<file path="config.mk">
export PLATFORM = sky130hd
export DESIGN_NAME = wb_forward_stage
export DESIGN_NICKNAME = d
export VERILOG_FILES = /design/src/rtl/wb_forward_stage.sv
export SDC_FILE = /design/constraint.sdc
export NUM_CORES = 1
export LEC_CHECK = 0
export ABC_AREA = 1
export BUFFER_PORTS_ARGS = -buffer_cell sky130_fd_sc_hd__buf_2
export CAP_MARGIN = 20
export CORE_MARGIN = 2
export CORE_UTILIZATION = 40
export CTS_BUF_LIST = sky130_fd_sc_hd__clkbuf_8
export DETAILED_ROUTE_END_ITERATION = 7
export HOLD_SLACK_MARGIN = 0.1
export PLACE_DENSITY = 0.83
export RECOVER_POWER = 100
export SYNTH_ARGS = -nofsm -noshare
export SYNTH_HDL_FRONTEND = slang
export SYNTH_SLANG_ARGS = --single-unit
export TNS_END_PERCENT = 100
</file>
<file path="constraint.sdc">
create_clock -name clock -period 1.6 [get_ports clock]
set_input_delay 0.08 -clock clock [delete_from_list [all_inputs] [get_ports clock]]
set_output_delay 0.08 -clock clock [all_outputs]
set_load 0.01 [all_outputs]
</file>
<file path="src/rtl/wb_forward_stage.sv">
// ---------------------------------------------------------------------------
// wb_forward_stage
//
// Writeback stage of the 24-bit pipeline, directly upstream of the register
// file. Captures the MEM-stage result into the WB register (ALU/load select
// happens before the register), drives the register-file write port, and
// bypasses the in-flight WB result into the execute-stage operands.
//
// Optional feature macro: WB_RETIRE_CNT_EN
//   When defined, adds output retire_cnt, a 24-bit wrapping count of
//   instructions leaving WB (writing or not).
//
// Ports:
//   clock, reset        rising-edge clock, synchronous active-high reset
//   in_valid ... in_mem_data   result presented by the MEM stage
//   stall, flush        hold WB register / kill incoming result
//   in_ready            = ~stall
//   Rd, WriteD, RegWrite       register-file write port
//   ex_rs, ex_rt, ReadR1, ReadR2   execute-stage source indices and RF data
//   op_a, op_b          forwarded operands
//   fwd_a_hit, fwd_b_hit       operand taken from WB stage
//   retire_cnt          (WB_RETIRE_CNT_EN only) retired-instruction count
// ---------------------------------------------------------------------------
module wb_forward_stage #(
  parameter int DATA_W = 24,
  parameter int REG_AW = 4
) (
  input  logic              clock,
  input  logic              reset,
  input  logic              in_valid,
  input  logic [REG_AW-1:0] in_rd,
  input  logic              in_reg_write,
  input  logic              in_mem_to_reg,
  input  logic [DATA_W-1:0] in_alu_result,
  input  logic [DATA_W-1:0] in_mem_data,
  input  logic              stall,
  input  logic              flush,
  output logic              in_ready,
  output logic [REG_AW-1:0] Rd,
  output logic [DATA_W-1:0] WriteD,
  output logic              RegWrite,
  input  logic [REG_AW-1:0] ex_rs,
  input  logic [REG_AW-1:0] ex_rt,
  input  logic [DATA_W-1:0] ReadR1,
  input  logic [DATA_W-1:0] ReadR2,
  output logic [DATA_W-1:0] op_a,
  output logic [DATA_W-1:0] op_b,
  output logic              fwd_a_hit,
  output logic              fwd_b_hit
`ifdef WB_RETIRE_CNT_EN
  ,
  output logic [23:0]       retire_cnt
`endif
);

  logic              wb_valid_r;
  logic [REG_AW-1:0] wb_rd_r;
  logic              wb_reg_write_r;
  logic [DATA_W-1:0] wb_data_r;

  logic [DATA_W-1:0] in_sel_s;
  logic              wb_live_s;
  logic              fwd_a_s;
  logic              fwd_b_s;
  logic [DATA_W-1:0] op_a_s;
  logic [DATA_W-1:0] op_b_s;

  // Result select ahead of the WB register (one-cycle input-to-WriteD latency).
  always_comb begin
    in_sel_s = {DATA_W{1'b0}};
    if (in_mem_to_reg) begin
      in_sel_s = in_mem_data;
    end else begin
      in_sel_s = in_alu_result;
    end
  end

  // WB pipeline register; reset beats stall, and flush is ignored while stalled
  // so a held entry is never lost.
  always_ff @(posedge clock) begin
    if (reset) begin
      wb_valid_r     <= 1'b0;
      wb_rd_r        <= {REG_AW{1'b0}};
      wb_reg_write_r <= 1'b0;
      wb_data_r      <= {DATA_W{1'b0}};
    end else if (!stall) begin
      wb_valid_r     <= in_valid & ~flush;
      wb_rd_r        <= in_rd;
      wb_reg_write_r <= in_reg_write;
      wb_data_r      <= in_sel_s;
    end else begin
      wb_valid_r     <= wb_valid_r;
      wb_rd_r        <= wb_rd_r;
      wb_reg_write_r <= wb_reg_write_r;
      wb_data_r      <= wb_data_r;
    end
  end

  // Only a valid, register-writing entry may write or forward. Forwarding stays
  // live under stall because the WB register still holds the newest value.
  always_comb begin
    wb_live_s = wb_valid_r & wb_reg_write_r;
    fwd_a_s   = 1'b0;
    fwd_b_s   = 1'b0;
    op_a_s    = ReadR1;
    op_b_s    = ReadR2;
    if (wb_live_s && (wb_rd_r == ex_rs)) begin
      fwd_a_s = 1'b1;
      op_a_s  = wb_data_r;
    end else begin
      fwd_a_s = 1'b0;
      op_a_s  = ReadR1;
    end
    if (wb_live_s && (wb_rd_r == ex_rt)) begin
      fwd_b_s = 1'b1;
      op_b_s  = wb_data_r;
    end else begin
      fwd_b_s = 1'b0;
      op_b_s  = ReadR2;
    end
  end

  // The write pulse is held off while stalled so each instruction writes once,
  // in the cycle it actually leaves WB.
  assign in_ready  = ~stall;
  assign Rd        = wb_rd_r;
  assign WriteD    = wb_data_r;
  assign RegWrite  = wb_live_s & ~stall;
  assign op_a      = op_a_s;
  assign op_b      = op_b_s;
  assign fwd_a_hit = fwd_a_s;
  assign fwd_b_hit = fwd_b_s;

`ifdef WB_RETIRE_CNT_EN
  logic [23:0] retire_cnt_r;

  // Count every instruction leaving WB, including non-writing ones; wraps.
  always_ff @(posedge clock) begin
    if (reset) begin
      retire_cnt_r <= 24'd0;
    end else if (wb_valid_r && !stall) begin
      retire_cnt_r <= retire_cnt_r + 24'd1;
    end else begin
      retire_cnt_r <= retire_cnt_r;
    end
  end

  assign retire_cnt = retire_cnt_r;
`endif

endmodule

</file>
==> results of run 1 <==
[per-layer routing]
| metal | GRT usage, % | vias to the layer above | routed length [µm] |
|---|---|---|---|
| li1 | - | 1743 | - |
| met1 | 34.5 | 1541 | 3850 |
| met2 | 44.3 | 220 | 4970 |
| met3 | 3.71 | 48 | 876 |
| met4 | 8.47 | 0 | 369 |
| met5 | 0 | - | 0 |
[final cells by class]
| type | instances | area, µm² |
|---|---|---|
| Clock buffer | 6 | 82.6 |
| Clock inverter | 2 | 12.5 |
| Fill cell | 461 | 1510 |
| Inverter | 62 | 238 |
| Multi-Input combinational cell | 315 | 1650 |
| Sequential cell | 30 | 616 |
| Tap cell | 72 | 90.1 |
| Timing Repair Buffer | 224 | 1380 |
[synthesized netlist by cell type]
master	n
a21oi_1	5
buf_2	12
buf_4	4
buf_6	2
clkbuf_1	8
clkinv_1	1
dfxtp_1	30
inv_1	58
inv_2	3
nand2_1	142
nand2_4	1
nand3_1	50
nand3_2	1
nor2_1	53
nor2_2	2
nor2_4	2
o21ai_0	47
o21ai_1	8
xnor2_1	1
xor2_1	2
[power breakdown]
part | leakage [nW] | internal, mW | total (mW) | switching (mW)
Clock | 0.0472 | 0.345 | 0.633 | 0.288
Sequential | 0.252 | 0.802 | 0.886 | 0.0835
Combinational | 2.12 | 0.382 | 0.825 | 0.443
Total | 2.42 | 1.53 | 2.34 | 0.814
[final timing paths]
check,slack (ns),from,end,cells after the start
max,-0.05,Rd[0],op_a[19],9
min,0.11,in_mem_data[10],WriteD[10],5
max reg2reg,0.79,WriteD[6],WriteD[6],4
min reg2reg,0.54,Rd[1],Rd[1],2
[flip-flops by register name, indices dropped and copies added (netlist names)]
signal	cells
wb_reg_write_r	1
WriteD	24
wb_valid_r	1
Rd	4
[cells by family (layout without fill, tap and decap cells)]
logic type,after synthesis,count (layout)
DFF,30,30
xor gates and xnor gates,3,3
and+or+nand+nor,251,252
AOI/OAI and AO/OA,60,60
buffers and inverters,88,294
[through the flow]
step | setup slack (ns) | power, mW | hold slack (ns)
floorplan | 0.322 | 1.22 | 0.225
global placement | 0.146 | 1.53 | 0.336
detailed placement | 0.106 | 1.55 | 0.334
CTS | 0.00306 | 2.24 | 0.104
global route | -0.139 | 2.47 | 0.132
finish | -0.0507 | 2.34 | 0.108
[repair_timing]
| item | in CTS | in global routing |
|---|---|---|
| pin swaps | 3 | 30 |
| gates cloned | 3 | 5 |
| buffers inserted | 6 | 0 |
| endpoints found under the setup margin | 49 | 49 |
| hold endpoints to repair | 4 | 0 |
| resized for setup | 16 | 90 |
| hold buffers | 4 | 0 |
[critical path, cell delays in order, from the launching register on]
cell and delay [ns]:
dfxtp_2 0.37, inv_2 0.06, nand2_2 0.05, nand2_2 0.05, nor2_4 0.15, nand3_4 0.14, clkbuf_16 0.20, nand2_1 0.08
nand2_1 0.05, buf_2 0.13
==> impl_metrics.xml, run 1 <==
<?xml version="1.0" encoding="UTF-8"?>
<metrics>
  <group name="critical_path">
    <metric name="worstSetupPathType" unit="">reg2out</metric>
    <metric name="category_of_the_worst_setup_path_capture_point" unit="">output pin</metric>
    <metric name="critical_path.max_fanout" unit="">12</metric>
    <metric name="startpoint_type" unit="">flip-flop</metric>
    <metric name="worstPathRequired" unit="ns">1.52</metric>
    <metric name="worst-endpoint-arrival" unit="ns">1.57</metric>
  </group>
  <group name="final_layout">
    <metric name="post_route_cells_drive_above_1_share" unit="%">46.0</metric>
    <metric name="finish.instance_area" unit="µm²">4070</metric>
    <metric name="count_of_antenna_diodes_in_the_layout" unit="">0</metric>
    <metric name="finish.net_count" unit="">753</metric>
    <metric name="final_common_cell" unit="">buf_2</metric>
    <metric name="final_core_util" unit="%">73.0</metric>
    <metric name="commonest_non_fill_non_tap_cells_in_the_layout" unit="">buf_2 (186), nand2_1 (114), inv_1 (57)</metric>
    <metric name="final_cell_count_no_fill" unit="">711</metric>
    <metric name="area_growth" unit="%">73.8</metric>
  </group>
  <group name="sta">
    <metric name="grt_setup_unrepaired" unit="">true</metric>
    <metric name="timing.final.setup_violations" unit="">38</metric>
    <metric name="finalHoldViolations" unit="">0</metric>
    <metric name="finalClockSkew" unit="ns">0</metric>
    <metric name="worst-slew-pin-transition" unit="ns">0.557</metric>
    <metric name="max_freq" unit="MHz">606</metric>
    <metric name="final.setup.tns" unit="ns">-0.786</metric>
    <metric name="setup_ws" unit="ns">-0.0507</metric>
    <metric name="max_slew_margin" unit="%">62.8</metric>
    <metric name="final_period_demand_of_the_worst_path" unit="ns">1.65</metric>
    <metric name="maxSlewViolCount" unit="">0</metric>
    <metric name="final_worst_path_cycle_share" unit="%">103</metric>
  </group>
  <group name="cts">
    <metric name="clock_sink_count" unit="">30</metric>
    <metric name="cts_htree_levels" unit="">2</metric>
    <metric name="clock-root-buffer" unit="">clkbuf_8</metric>
    <metric name="tritoncts.num_buffers" unit="">5</metric>
    <metric name="tritoncts" unit="">built</metric>
    <metric name="clk_path_buf_depth" unit="">2</metric>
    <metric name="clk_pin_slew" unit="ns">0.07</metric>
    <metric name="insertion_delay" unit="ns">0.27</metric>
  </group>
  <group name="detailed_routing">
    <metric name="antenna_left" unit="">0</metric>
    <metric name="vias" unit="">3552</metric>
    <metric name="postRouteWirelength" unit="µm">10100</metric>
    <metric name="initialDrtViolationCount" unit="">159</metric>
    <metric name="total_iterations_of_the_first_detailed_routing_run" unit="">7</metric>
    <metric name="post_drt_wl_per_cell" unit="µm">14.2</metric>
    <metric name="detail_route.vias_per_cell" unit="">5.00</metric>
    <metric name="remaining_drc_errors" unit="">0</metric>
  </group>
  <group name="synthesis">
    <metric name="post_synth_instance_area" unit="µm²">2340</metric>
    <metric name="synth_sequential_area_ratio" unit="%">25.7</metric>
    <metric name="synth_xor_xnor_area_share" unit="%">1.12</metric>
    <metric name="synth_mux_area_share" unit="%">0</metric>
    <metric name="yosys.area.top_type_share" unit="%">25.7</metric>
    <metric name="synth_top_family_by_area" unit="">simple AND/OR/NAND/NOR gates</metric>
    <metric name="synth_seq_cells" unit="">30</metric>
    <metric name="synth_top_area_cells" unit="">dfxtp_1 (26%), nand2_1 (23%), nand3_1 (11%)</metric>
    <metric name="synth-warning-count" unit="">0</metric>
    <metric name="compound_gate_fraction_of_synth_area" unit="%">12.8</metric>
    <metric name="postSynthAreaPerCell" unit="µm²">5.42</metric>
    <metric name="yosysTopAreaCell" unit="">dfxtp_1</metric>
    <metric name="yosys.area_share.simple" unit="%">44.4</metric>
    <metric name="postSynthCellCount" unit="">432</metric>
    <metric name="yosys.area_share.adder" unit="%">0</metric>
    <metric name="post_synth_num_cell_types" unit="">20</metric>
    <metric name="mappedNetlistNets" unit="">547</metric>
  </group>
  <group name="grt">
    <metric name="pin_count_of_the_biggest_net_entering_global_routing" unit="">46</metric>
    <metric name="grt_pass1_wl" unit="µm">13600</metric>
    <metric name="grt_pass1_vias" unit="">2979</metric>
    <metric name="antenna_found_initial" unit="">0</metric>
    <metric name="gr-usage-all-layers" unit="%">26.3</metric>
    <metric name="grt_remaining_overflow" unit="">0</metric>
  </group>
  <group name="place">
    <metric name="place_congestion" unit="">0.873</metric>
    <metric name="numPortBuffers" unit="">194</metric>
    <metric name="placedInstanceArea" unit="µm²">3360</metric>
    <metric name="half_perimeter_wire_length_after_placement" unit="µm">6680</metric>
    <metric name="dp_cells" unit="">685</metric>
  </group>
  <group name="floorplan">
    <metric name="num_io_pins" unit="">195</metric>
    <metric name="fp.dieArea" unit="µm²">6480</metric>
    <metric name="die_width" unit="µm">80.5</metric>
    <metric name="floorplan.initialDensity" unit="%">42.0</metric>
    <metric name="fp.dieH" unit="µm">80.5</metric>
    <metric name="std_cell_rows" unit="">27</metric>
    <metric name="fp.coreArea" unit="µm²">5570</metric>
  </group>
  <group name="run_status">
    <metric name="violations_in_the_final_reports" unit="">negative setup slack</metric>
    <metric name="outcome" unit="">finished, violations left</metric>
  </group>
  <group name="power_and_ir_drop">
    <metric name="peak_supply_drop" unit="mV">0.424</metric>
    <metric name="powerDensity" unit="nW/µm²">576</metric>
    <metric name="static-leakage-power" unit="nW">2.42</metric>
  </group>
  <group name="run">
    <metric name="cap_violations" unit="">0</metric>
  </group>
  <group name="min_path">
    <metric name="worst_hold_path_type" unit="">in2reg</metric>
  </group>
</metrics>
Note: power is estimated with default switching activity, not from simulation.
==> inputs of run 2 (changes only) <==
- BUFFER_PORTS_ARGS: -buffer_cell sky130_fd_sc_hd__buf_2 -> default
- CORE_UTILIZATION: 40 -> 44
- DONT_BUFFER_PORTS: default -> 1
- PLACE_DENSITY: 0.83 -> default
==> impl_metrics.xml, run 2 (synthesized netlist as in run 1, its figures left out) <==
<?xml version="1.0" encoding="UTF-8"?>
<metrics>
  <group name="run_status">
    <metric name="outcome" unit="">finished, violations left</metric>
    <metric name="violations_in_the_final_reports" unit="">negative setup slack</metric>
  </group>
  <group name="detailed_routing">
    <metric name="initialDrtViolationCount" unit="">145</metric>
    <metric name="postRouteWirelength" unit="µm">9320</metric>
    <metric name="remaining_drc_errors" unit="">0</metric>
    <metric name="detail_route.vias_per_cell" unit="">5.29</metric>
    <metric name="post_drt_wl_per_cell" unit="µm">16.6</metric>
    <metric name="antenna_left" unit="">0</metric>
    <metric name="vias" unit="">2978</metric>
    <metric name="total_iterations_of_the_first_detailed_routing_run" unit="">5</metric>
  </group>
  <group name="place">
    <metric name="half_perimeter_wire_length_after_placement" unit="µm">5470</metric>
    <metric name="placedInstanceArea" unit="µm²">2390</metric>
    <metric name="worst_setup_slack_post_dpl" unit="ns">0.179</metric>
    <metric name="numPortBuffers" unit="">0</metric>
    <metric name="place_congestion" unit="">0.799</metric>
  </group>
  <group name="cts">
    <metric name="tritoncts" unit="">built</metric>
    <metric name="clock_sink_count" unit="">30</metric>
    <metric name="clock-root-buffer" unit="">clkbuf_8</metric>
    <metric name="cts_htree_levels" unit="">2</metric>
    <metric name="clk_pin_slew" unit="ns">0.06</metric>
    <metric name="insertion_delay" unit="ns">0.27</metric>
    <metric name="tritoncts.num_buffers" unit="">5</metric>
    <metric name="clk_path_buf_depth" unit="">2</metric>
  </group>
  <group name="critical_path">
    <metric name="startpoint_type" unit="">flip-flop</metric>
    <metric name="worstSetupPathType" unit="">reg2out</metric>
    <metric name="crit_family" unit="">simple AND/OR/NAND/NOR gates</metric>
    <metric name="worstPathRequired" unit="ns">1.52</metric>
    <metric name="worst-path-buf-inv" unit="">2</metric>
    <metric name="crit_slowest_cell" unit="">dfxtp_2</metric>
    <metric name="worst-endpoint-arrival" unit="ns">1.58</metric>
    <metric name="path_cells" unit="">buf_4 -&gt; xor2_2 -&gt; nor2_4 -&gt; buf_6 -&gt; nand2_8 -&gt; nand2_1 -&gt; nand2_1</metric>
    <metric name="critical-path-max-stage-delay" unit="ns">0.33</metric>
    <metric name="critical_path.max_fanout" unit="">12</metric>
    <metric name="category_of_the_worst_setup_path_capture_point" unit="">output pin</metric>
    <metric name="critPathMostFrequentCell" unit="">nand2_1</metric>
  </group>
  <group name="grt">
    <metric name="grt_remaining_overflow" unit="">0</metric>
    <metric name="grt_pass1_wl" unit="µm">12500</metric>
    <metric name="gr-usage-all-layers" unit="%">26.4</metric>
    <metric name="antenna_found_initial" unit="">0</metric>
    <metric name="pin_count_of_the_biggest_net_entering_global_routing" unit="">35</metric>
    <metric name="grt_pass1_vias" unit="">2533</metric>
  </group>
  <group name="power_and_ir_drop">
    <metric name="power_report.internal_total" unit="mW">1.38</metric>
    <metric name="powerDensity" unit="nW/µm²">581</metric>
    <metric name="switchingPower" unit="mW">0.721</metric>
    <metric name="total_power" unit="mW">2.10</metric>
    <metric name="static-leakage-power" unit="nW">1.82</metric>
    <metric name="combPwrFrac" unit="%">30.7</metric>
    <metric name="peak_supply_drop" unit="mV">0.596</metric>
    <metric name="power.switching_fraction" unit="%">34.3</metric>
    <metric name="seq_power_share" unit="%">43.5</metric>
    <metric name="clkPwrFrac" unit="%">25.8</metric>
  </group>
  <group name="final_layout">
    <metric name="finish.net_count" unit="">608</metric>
    <metric name="area_growth" unit="%">54.2</metric>
    <metric name="finish.instance_area" unit="µm²">3610</metric>
    <metric name="commonest_non_fill_non_tap_cells_in_the_layout" unit="">nand2_1 (98), inv_1 (59), nor2_1 (53)</metric>
    <metric name="final_common_cell" unit="">nand2_1</metric>
    <metric name="count_of_antenna_diodes_in_the_layout" unit="">0</metric>
    <metric name="post_route_cells_drive_above_1_share" unit="%">21.7</metric>
    <metric name="largest_reg_flops" unit="">24</metric>
  </group>
  <group name="floorplan">
    <metric name="floorplan.initialDensity" unit="%">45.8</metric>
    <metric name="die_width" unit="µm">76.9</metric>
    <metric name="fp.dieArea" unit="µm²">5920</metric>
    <metric name="fp.coreArea" unit="µm²">5110</metric>
    <metric name="num_io_pins" unit="">195</metric>
    <metric name="std_cell_rows" unit="">26</metric>
    <metric name="fp.dieH" unit="µm">76.9</metric>
  </group>
  <group name="sta">
    <metric name="worst-slew-pin-transition" unit="ns">1.01</metric>
    <metric name="timing.final.setup_violations" unit="">45</metric>
    <metric name="finalHoldViolations" unit="">0</metric>
    <metric name="final.setup.tns" unit="ns">-1.81</metric>
    <metric name="max_slew_margin" unit="%">33.0</metric>
    <metric name="finalHoldWorstSlack" unit="ns">0.0934</metric>
    <metric name="finalClockSkew" unit="ns">0</metric>
    <metric name="maxSlewViolCount" unit="">0</metric>
    <metric name="final_worst_path_cycle_share" unit="%">104</metric>
    <metric name="setup_ws" unit="ns">-0.0643</metric>
    <metric name="max_freq" unit="MHz">601</metric>
    <metric name="final_period_demand_of_the_worst_path" unit="ns">1.66</metric>
    <metric name="grt_setup_unrepaired" unit="">true</metric>
  </group>
  <group name="min_path">
    <metric name="worst_hold_path_type" unit="">in2reg</metric>
  </group>
  <group name="run">
    <metric name="cap_violations" unit="">0</metric>
  </group>
</metrics>
run 2: cell count changes in the layout (fill, tap and decap cells not counted), sizes merged:
cell	before	now
buf	216	21
dlygate4sd3	4	50
dlymetal6s4s	0	2
inv	61	63
clkinv	2	1
clkinvlp	1	0
nand2	144	145
run 2: area by class of cell:
| class | instances | area [µm²] |
|---|---|---|
| inverters | 62 | 235 |
| repair buffers | 78 | 885 |
| clock inverters | 2 | 7.51 |
| well taps | 70 | 87.6 |
| clock buffers | 5 | 68.8 |
| flip-flops and latches | 30 | 611 |
| multi-input cells | 316 | 1720 |
| fillers | 426 | 1500 |
run 2: what timing repair did:
item	4_1_cts	5_1_grt
setup buffers	0	7
resized for setup	13	92
pin swaps	0	20
endpoints found under the hold margin	30	0
cloned	0	8
endpoints found under the setup margin	49	74
hold buffers	52	0
run 2: worst min-delay path: cells and delay by family:
| kind | cells | cell delay (ns) |
|---|---|---|
| compound gates | 2 | 0.21 |
| buf+inv | 1 | 0.04 |
run 2: power groups by stage:
stage          clock [mW]  combinational, mW  sequential (mW)
6_report            0.541              0.645            0.914
4_1_cts             0.557              0.505            0.902
5_1_grt             0.596              0.701            0.918
3_3_place_gp            0              0.362            0.917
3_5_place_dp            0              0.367            0.918
2_1_floorplan           0              0.326            0.889
run 2: worst paths after layout:
path,from,to,slack (ns),depth (start not counted)
worst max-delay path,Rd[2],op_b[14],-0.06,7
worst min-delay path,in_mem_to_reg,WriteD[6],0.09,3
worst max register to register,WriteD[12],WriteD[12],0.24,5
worst min register to register,Rd[1],Rd[1],0.51,2
run 2: stage by stage:
stage,instances,util [%]
after floorplan,432,-
after global placement,488,46.8
after detailed placement,488,46.8
after CTS,547,59.1
after global routing,563,70.7
final,563,70.7
run 2: metal layers:
metal	wire length, µm	share of wire [%]	global-route usage, %	vias to the layer above
met3	816	8.8	6.24	20
met1	3470	37	31.4	1312
met5	0	0	0	-
li1	-	-	-	1461
met4	172	1.8	7.45	0
met2	4860	52	47.1	185
==> inputs of run 3 (changes only) <==
- CAP_MARGIN: 20 -> default
- CTS_BUF_LIST: sky130_fd_sc_hd__clkbuf_8 -> sky130_fd_sc_hd__clkbuf_16
==> impl_metrics.xml, run 3 (synthesized netlist as in run 1, its figures left out) <==
<?xml version="1.0" encoding="UTF-8"?>
<metrics>
  <group name="cts">
    <metric name="clk_path_buf_depth" unit="">2</metric>
    <metric name="clock-root-buffer" unit="">clkbuf_16</metric>
    <metric name="clock_sink_count" unit="">30</metric>
    <metric name="tritoncts" unit="">built</metric>
    <metric name="tritoncts.num_buffers" unit="">5</metric>
    <metric name="clk_pin_slew" unit="ns">0.05</metric>
    <metric name="cts_htree_levels" unit="">2</metric>
    <metric name="insertion_delay" unit="ns">0.27</metric>
  </group>
  <group name="final_layout">
    <metric name="layout.area.seq" unit="µm²">611</metric>
    <metric name="area_growth" unit="%">63.0</metric>
    <metric name="post_route_cells_drive_above_1_share" unit="%">28.7</metric>
    <metric name="largest_reg_flops" unit="">24</metric>
    <metric name="final_common_cell" unit="">nand2_1</metric>
    <metric name="commonest_non_fill_non_tap_cells_in_the_layout" unit="">nand2_1 (72), inv_1 (59), nor2_1 (52)</metric>
    <metric name="nFillCells" unit="">385</metric>
    <metric name="multi_input_comb_area" unit="µm²">1900</metric>
    <metric name="count_of_antenna_diodes_in_the_layout" unit="">0</metric>
    <metric name="finish.net_count" unit="">602</metric>
  </group>
  <group name="run">
    <metric name="cap_violations" unit="">0</metric>
  </group>
  <group name="critical_path">
    <metric name="crit_family" unit="">simple AND/OR/NAND/NOR gates</metric>
    <metric name="rrSetupSlack" unit="ns">0.64</metric>
    <metric name="worstPathRequired" unit="ns">1.52</metric>
    <metric name="crit-reg2reg-launch" unit="">WriteD[15]</metric>
    <metric name="critPathMostFrequentCell" unit="">nand2_2</metric>
    <metric name="path_cells" unit="">buf_6 -&gt; inv_4 -&gt; nand2_2 -&gt; nand2_2 -&gt; nand2_2 -&gt; nor2_4 -&gt; clkbuf_16 -&gt; nand3_1 -&gt; nand2_2</metric>
    <metric name="critical-path-max-stage-delay" unit="ns">0.32</metric>
    <metric name="worst-endpoint-arrival" unit="ns">1.63</metric>
    <metric name="crit_slowest_cell" unit="">dfxtp_2</metric>
    <metric name="timing.reg2reg.worst_path_depth" unit="">4</metric>
    <metric name="critical_path.max_fanout" unit="">12</metric>
    <metric name="category_of_the_worst_setup_path_capture_point" unit="">output pin</metric>
    <metric name="startpoint_type" unit="">flip-flop</metric>
    <metric name="worstSetupPathType" unit="">reg2out</metric>
    <metric name="worst-path-buf-inv" unit="">3</metric>
    <metric name="critical_path.reg2reg.endpoint" unit="">WriteD[15]</metric>
  </group>
  <group name="detailed_routing">
    <metric name="vias" unit="">3043</metric>
    <metric name="postRouteWirelength" unit="µm">9730</metric>
    <metric name="total_iterations_of_the_first_detailed_routing_run" unit="">5</metric>
    <metric name="antenna_left" unit="">0</metric>
    <metric name="remaining_drc_errors" unit="">0</metric>
    <metric name="initialDrtViolationCount" unit="">175</metric>
    <metric name="detail_route.vias_per_cell" unit="">5.46</metric>
    <metric name="post_drt_wl_per_cell" unit="µm">17.5</metric>
  </group>
  <group name="min_path">
    <metric name="hold-path-endpoint" unit="">WriteD[14]</metric>
    <metric name="worst_hold_startpoint" unit="">in_mem_to_reg</metric>
    <metric name="whs_path_depth" unit="">3</metric>
    <metric name="worst_hold_path_type" unit="">in2reg</metric>
  </group>
  <group name="sta">
    <metric name="final.setup.tns" unit="ns">-0.838</metric>
    <metric name="timing.final.setup_violations" unit="">25</metric>
    <metric name="final_worst_path_cycle_share" unit="%">107</metric>
    <metric name="final_period_demand_of_the_worst_path" unit="ns">1.71</metric>
    <metric name="finalHoldWorstSlack" unit="ns">0.0926</metric>
    <metric name="maxSlewViolCount" unit="">0</metric>
    <metric name="finalHoldViolations" unit="">0</metric>
    <metric name="max_freq" unit="MHz">586</metric>
    <metric name="max_slew_margin" unit="%">26.8</metric>
    <metric name="worst-slew-pin-transition" unit="ns">1.10</metric>
    <metric name="finalClockSkew" unit="ns">0</metric>
    <metric name="setup_ws" unit="ns">-0.106</metric>
    <metric name="grt_setup_unrepaired" unit="">true</metric>
  </group>
  <group name="run_status">
    <metric name="violations_in_the_final_reports" unit="">negative setup slack</metric>
    <metric name="outcome" unit="">finished, violations left</metric>
  </group>
  <group name="grt">
    <metric name="gr-usage-all-layers" unit="%">26.6</metric>
    <metric name="antenna_found_initial" unit="">0</metric>
    <metric name="grt_remaining_overflow" unit="">0</metric>
    <metric name="pin_count_of_the_biggest_net_entering_global_routing" unit="">35</metric>
    <metric name="grt_pass1_vias" unit="">2514</metric>
    <metric name="grt_pass1_wl" unit="µm">12500</metric>
  </group>
  <group name="place">
    <metric name="numPortBuffers" unit="">0</metric>
    <metric name="place_congestion" unit="">0.799</metric>
    <metric name="half_perimeter_wire_length_after_placement" unit="µm">5470</metric>
  </group>
  <group name="power_and_ir_drop">
    <metric name="peak_supply_drop" unit="mV">0.518</metric>
    <metric name="static-leakage-power" unit="nW">1.85</metric>
    <metric name="powerDensity" unit="nW/µm²">641</metric>
    <metric name="total_power" unit="mW">2.44</metric>
  </group>
  <group name="floorplan">
    <metric name="std_cell_rows" unit="">26</metric>
    <metric name="fp.coreArea" unit="µm²">5110</metric>
    <metric name="num_io_pins" unit="">195</metric>
    <metric name="floorplan.initialDensity" unit="%">45.8</metric>
    <metric name="fp.dieArea" unit="µm²">5920</metric>
    <metric name="fp.dieH" unit="µm">76.9</metric>
    <metric name="die_width" unit="µm">76.9</metric>
  </group>
</metrics>
run 3: cell types whose count changed in the layout (fill, tap and decap cells not counted), moves of 6 or more:
cell	before	now
nand2_2	37	51
nand3_1	34	27
nand3_2	9	15
dlygate4sd3_1	50	44
nand2_4	7	19
nand2_1	98	72
run 3: stage by stage:
stage	util, %	setup WS [ns]	instance area, µm²	instances
floorplan	-	0.322	2340	432
global placement	46.8	0.197	2390	488
detailed placement	46.8	0.179	2390	488
CTS	58.9	0.00374	3010	541
global route	74.7	-0.144	3810	557
finish	74.7	-0.106	3810	557
run 3: where the power goes:
group,switching [mW],internal [mW]
Clock,0.298,0.553
Sequential,0.115,0.804
Combinational,0.374,0.300
run 3: cell type report:
class	count	share of cell area [%]
well taps	70	2.30
flip-flops and latches	30	16.0
inverters	62	6.23
multi-input cells	317	49.9
clock buffers	5	3.28
repair buffers	71	22.1
clock inverters	2	0.197
run 3: routing by layer:
layer	global-route usage, %	part of all wire (%)
met3	7.06	8.6
met2	46.7	50
met5	0	0
met4	7.27	2.9
met1	32.0	38
run 3: repair_timing:
item | in CTS | in global routing
pin swaps | 0 | 28
gates cloned | 0 | 9
endpoints found under the hold margin | 30 | 1
resized for setup | 11 | 147
buffers inserted | 0 | 7
setup endpoints to repair | 49 | 77
hold buffers | 46 | 1
run 3: how the worst max path moves through the flow:
stage	startpoint	slack, ns	depth (start not counted)	end
4_1_cts	reset	0.004	4	Rd[2]
3_5_place_dp	Rd[0]	0.18	7	op_b[2]
2_1_floorplan	Rd[0]	0.32	8	op_b[10]
6_report	Rd[2]	-0.11	9	op_a[17]
5_1_grt	Rd[2]	-0.14	9	op_a[17]
3_3_place_gp	Rd[0]	0.20	7	op_b[15]
run 3: tightest hold or removal path, delay by kind of cell:
| kind | cells | cell delay [ns] |
|---|---|---|
| compound gates | 2 | 0.21 |
| buf+inv | 1 | 0.04 |
